`src/rtl/poly1305_pkg.sv`:
```
// Shared constants and types for the Poly1305 one-time key loader.
// Holds the r clamp mask, key/r widths and the loader state encoding.
package poly1305_pkg;

    localparam int KEY_W = 256;
    localparam int R_W   = 128;

    localparam logic [R_W-1:0] POLY1305_CLAMP_MASK =
        128'h0ffffffc_0ffffffc_0ffffffc_0fffffff;

    typedef enum logic {
        LOAD = 1'b0,
        HOLD = 1'b1
    } loader_state_e;

endpackage

```
`src/rtl/poly1305_clamp_mask.sv`:
```
// Combinational Poly1305 r clamp: clears the top four bits of every 32-bit
// limb and the low two bits of the upper three limbs.
module poly1305_clamp_mask
    import poly1305_pkg::*;
(
    input  logic [R_W-1:0] r_raw,
    output logic [R_W-1:0] r_clamped
);

    assign r_clamped = r_raw & POLY1305_CLAMP_MASK;

endmodule

```
`src/rtl/poly1305_key_loader.sv`:
```
// Assembles the 256-bit Poly1305 key (r || s) from a word stream, clamps r and
// holds r/s for the MAC core. Optional macro: POLY1305_KEY_ZEROIZE_EN.
module poly1305_key_loader
    import poly1305_pkg::*;
#(
    parameter int WORD_W = 32
)
(
    input  logic              clock,
    input  logic              reset_n,
    input  logic              flush,
    input  logic              in_valid,
    output logic              in_ready,
    input  logic [WORD_W-1:0] in_data,
    output logic              out_valid,
    input  logic              out_ready,
    output logic [R_W-1:0]    r,
    output logic [R_W-1:0]    s
);

    localparam int WORDS = KEY_W / WORD_W;
    localparam int CNT_W = (WORDS > 1) ? $clog2(WORDS) : 1;
    localparam logic [CNT_W-1:0] LAST_CNT = CNT_W'(WORDS - 1);

    loader_state_e    state_reg, state_next;
    logic [CNT_W-1:0] cnt_reg, cnt_next;
    logic [KEY_W-1:0] key_reg, key_next;
    logic [R_W-1:0]   r_reg, r_next;
    logic [R_W-1:0]   s_reg, s_next;

    logic [KEY_W-1:0] key_wr;
    logic [R_W-1:0]   r_clamped;

    // key_wr is the key register with the incoming word merged into slot cnt.
    genvar gi;
    generate
        for (gi = 0; gi < WORDS; gi++) begin : g_slot
            assign key_wr[gi*WORD_W +: WORD_W] =
                (cnt_reg == CNT_W'(gi)) ? in_data : key_reg[gi*WORD_W +: WORD_W];
        end
    endgenerate

    poly1305_clamp_mask u_clamp (
        .r_raw     (key_wr[R_W-1:0]),
        .r_clamped (r_clamped)
    );

    always_ff @(posedge clock or negedge reset_n) begin
        if (!reset_n) begin
            state_reg <= LOAD;
            cnt_reg   <= '0;
            key_reg   <= '0;
            r_reg     <= '0;
            s_reg     <= '0;
        end else begin
            state_reg <= state_next;
            cnt_reg   <= cnt_next;
            key_reg   <= key_next;
            r_reg     <= r_next;
            s_reg     <= s_next;
        end
    end

    always_comb begin
        state_next = state_reg;
        cnt_next   = cnt_reg;
        key_next   = key_reg;
        r_next     = r_reg;
        s_next     = s_reg;
        in_ready   = (state_reg == LOAD);
        out_valid  = (state_reg == HOLD);

        if (flush) begin
            // Flush wins over everything, including a same-cycle out handshake.
            state_next = LOAD;
            cnt_next   = '0;
`ifdef POLY1305_KEY_ZEROIZE_EN
            key_next   = '0;
            r_next     = '0;
            s_next     = '0;
`endif
        end else begin
            case (state_reg)
                LOAD: begin
                    if (in_valid) begin
                        key_next = key_wr;
                        if (cnt_reg == LAST_CNT) begin
                            cnt_next   = '0;
                            state_next = HOLD;
                            r_next     = r_clamped;
                            s_next     = key_wr[KEY_W-1:R_W];
                        end else begin
                            cnt_next = cnt_reg + CNT_W'(1);
                        end
                    end
                end
                HOLD: begin
                    if (out_ready) begin
                        state_next = LOAD;
`ifdef POLY1305_KEY_ZEROIZE_EN
                        key_next   = '0;
                        r_next     = '0;
                        s_next     = '0;
`endif
                    end
                end
                default: begin
                    state_next = LOAD;
                    cnt_next   = '0;
                end
            endcase
        end
    end

    assign r = r_reg;
    assign s = s_reg;

endmodule

```
`config.mk`:
```
export PLATFORM = sky130hd
export DESIGN_NAME = poly1305_key_loader
export DESIGN_NICKNAME = d
export VERILOG_FILES = /design/src/rtl/poly1305_pkg.sv /design/src/rtl/poly1305_clamp_mask.sv /design/src/rtl/poly1305_key_loader.sv
export SDC_FILE = /design/constraint.sdc
export NUM_CORES = 1
export LEC_CHECK = 0
export ABC_AREA = 1
export CELL_PAD_IN_SITES_DETAIL_PLACEMENT = 1
export CELL_PAD_IN_SITES_GLOBAL_PLACEMENT = 2
export CORE_MARGIN = 2
export CORE_UTILIZATION = 29
export CTS_BUF_LIST = sky130_fd_sc_hd__clkbuf_2 sky130_fd_sc_hd__clkbuf_4 sky130_fd_sc_hd__clkbuf_8
export CTS_CLUSTER_DIAMETER = 100
export DETAILED_ROUTE_END_ITERATION = 6
export PLACE_DENSITY = 0.8
export SYNTH_ARGS = -nofsm -noshare
export SYNTH_HDL_FRONTEND = slang
export SYNTH_SLANG_ARGS = --single-unit
export TNS_END_PERCENT = 100
```
`constraint.sdc`:
```
create_clock -name clock -period 1.7 [get_ports clock]
set_input_delay 0.51 -clock clock [delete_from_list [all_inputs] [get_ports clock]]
set_output_delay 0.51 -clock clock [all_outputs]
set_load 0.01 [all_outputs]
```
==> results_dict.tcl <==
set metrics [dict create \
    critPathKind "register to output pin" \
    cp-end-kind "output pin" \
    detail_route.wirelength_mm 91.7 \
    clk_pin_slew_ns 0.07 \
    ys_seq_area_share_pct 55.9 \
    die_area_mm2 0.0702 \
    top_layer "met5" \
    drt-met1-wl_mm 38.4 \
    drc 0 \
    r2r_end "r[44]" \
    slew_viol_final 0 \
    netlist_instances 2606 \
    io_pins 295 \
    cap_violations 0 \
    grt_pass1_wl_mm 122 \
    synthToLayoutAreaGrowth_pct 51.9 \
    ir_worst_vdd_v 0.000495 \
    pre_cts_slack_ns -0.404 \
    grt_max_degree 79 \
    via_count 19850 \
    min_period_ns 1.86 \
    htreeDepth 3 \
    cts_tree "done" \
    wl_met3_mm 5.44 \
    place_congestion 0.784 \
    ant_nets 0 \
    layout_common_cells "nand2_1, dfrtp_1, nand2_2" \
    dr_wl_met2_mm 44.0 \
    hold_viol 0 \
    powerDensity_mw_per_mm2 1000 \
    vias_per_cell 4.94 \
    p_leak_nw 16.7 \
    max_freq_mhz 538 \
    place_area_mm2 0.0245 \
    start_util_pct 29.3 \
    insertion_delay_ns 0.68 \
    clock-skew-final_ns 0.0249 \
    tightest_slew_ns 0.534 \
    portBuffers 272 \
    power_mw 30.0 \
    final_common_cell "nand2_1" \
    rsz0062_at_grt "yes" \
    syn_area_per_cell_um2 7.58 \
    numClockSinks 441 \
    reg2regPathDepth 10 \
    setup_viol 362 \
    fin_util_pct 44.6 \
    r2r_setup_slack_ns -0.08 \
    finalInstanceArea_mm2 0.0300 \
    post_route_cells_drive_above_1_share_pct 35.8 \
    drt_first_pass_iters 5 \
    rr_startpoint "cnt_reg[1]" \
    rows 95 \
    violations "negative setup slack" \
    die-width_um 265 \
    root_buffer "clkbuf_8" \
    syn_area_mm2 0.0197 \
    dp_hpwl_mm 49.3 \
    antenna_found_initial 10 \
    cp-start-kind "register" \
    cts-buffers-inserted 82 \
    die_height_um 265 \
    wl_per_cell_um 22.8 \
    yosysWarnings 0 \
    status "finished with violations" \
    largest_reg_flops 203 \
    gr-usage-all-layers_pct 22.7 \
    drt-initial-drc-count 1434 \
    hold_ws_ns 0.299 \
    clk_path_buf_depth 3 \
    finalCritPeriodShare_pct 109 \
    cp_data_required_time_ns 1.19 \
    core_area_mm2 0.0673 \
    nets 3125 \
    cp_max_fo 3 \
    overflow 0 \
    grt_pass1_vias 20244 \
    slew-limit-headroom_pct 64.3 \
    synth_seq_cells 441 \
    hold_class "input pin to async pin" \
    worst_ep_arrival_time_ns 1.35 \
    synth.distinct_cells 18 \
    setup_ws_ns -0.157 \
]
-- timing repair --
action                                 4_1_cts  5_1_grt
endpoints found under the hold margin       55        0
gates cloned                                16       58
gates resized for setup                   1073      585
buffers inserted                            97       20
hold buffers                                 1        0
setup endpoints to repair                  409      632
pin swaps                                   25      197
-- worst max path at each step --
stage	start	to	slack, ns
6_report	out_valid	in_ready	-0.16
5_1_grt	out_valid	in_ready	-0.21
4_1_cts	out_valid	in_ready	-0.19
3_5_place_dp	flush	key_reg[41]	-0.40
3_3_place_gp	flush	key_reg[1]	-0.35
2_1_floorplan	cnt_reg[2]	r[100]	-0.03
-- synth_stat cells, drive strengths merged --
| master | count | share of area, % |
|---|---|---|
| dfrtp | 441 | 56 |
| nand2 | 1706 | 32 |
| o21ai | 28 | 0.71 |
| ha | 6 | 0.38 |
| conb | 1 | 0.019 |
| inv | 34 | 0.65 |
| buf | 138 | 3.9 |
| nand3 | 179 | 4.5 |
| nor2 | 3 | 0.11 |
| clkbuf | 69 | 1.3 |
| o31ai | 1 | 0.038 |
-- logic make-up after synthesis --
| logic type | after synthesis | synth area share (%) |
|---|---|---|
| AND/OR/NAND/NOR | 1888 | 37.1 |
| adder cells (fa/ha/maj) | 6 | 0.380 |
| flip-flops | 441 | 55.9 |
| buffers and inverters | 241 | 5.87 |
| AO/OA/AOI/OAI | 29 | 0.748 |
| other | 1 | 0.0190 |
-- cell type report --
type	count	area [um2]
multi-input combinational	1950	9620
antenna	1	2.50
inverter	34	149
sequential	441	11000
tap	873	1090
clock inverter	12	115
fill	7877	37300
timing repair buffer	573	6280
clock buffer	134	1690
-- worst max-delay path: stages (launching register included) --
cell,delay (ns)
dfrtp_1,0.41
inv_2,0.14
buf_6,0.12
-- layer usage --
layer | global-route usage [%] | up-vias
li1 | - | 8881
met1 | 30.3 | 10074
met2 | 36.9 | 697
met3 | 3.66 | 196
met4 | 9.19 | 2
met5 | 0 | -
-- metrics by stage --
| stage | TNS [ns] | cells |
|---|---|---|
| 6_report | -11.58 | 4018 |
| 5_1_grt | -44.57 | 4017 |
| 2_1_floorplan | -0.805 | 2627 |
| 3_3_place_gp | -117.72 | 3689 |
| 3_5_place_dp | -132.75 | 3689 |
| 4_1_cts | -20.73 | 3948 |
-- power by group --
part | leakage, nW | total (mW) | switching (mW) | internal, mW
clock network | 0.961 | 11.5 | 4.88 | 6.57
logic | 9.98 | 5.82 | 3.60 | 2.22
registers | 5.77 | 12.7 | 0.897 | 11.8
total | 16.7 | 30.0 | 9.38 | 20.6
(Power assumes the default switching activity.)
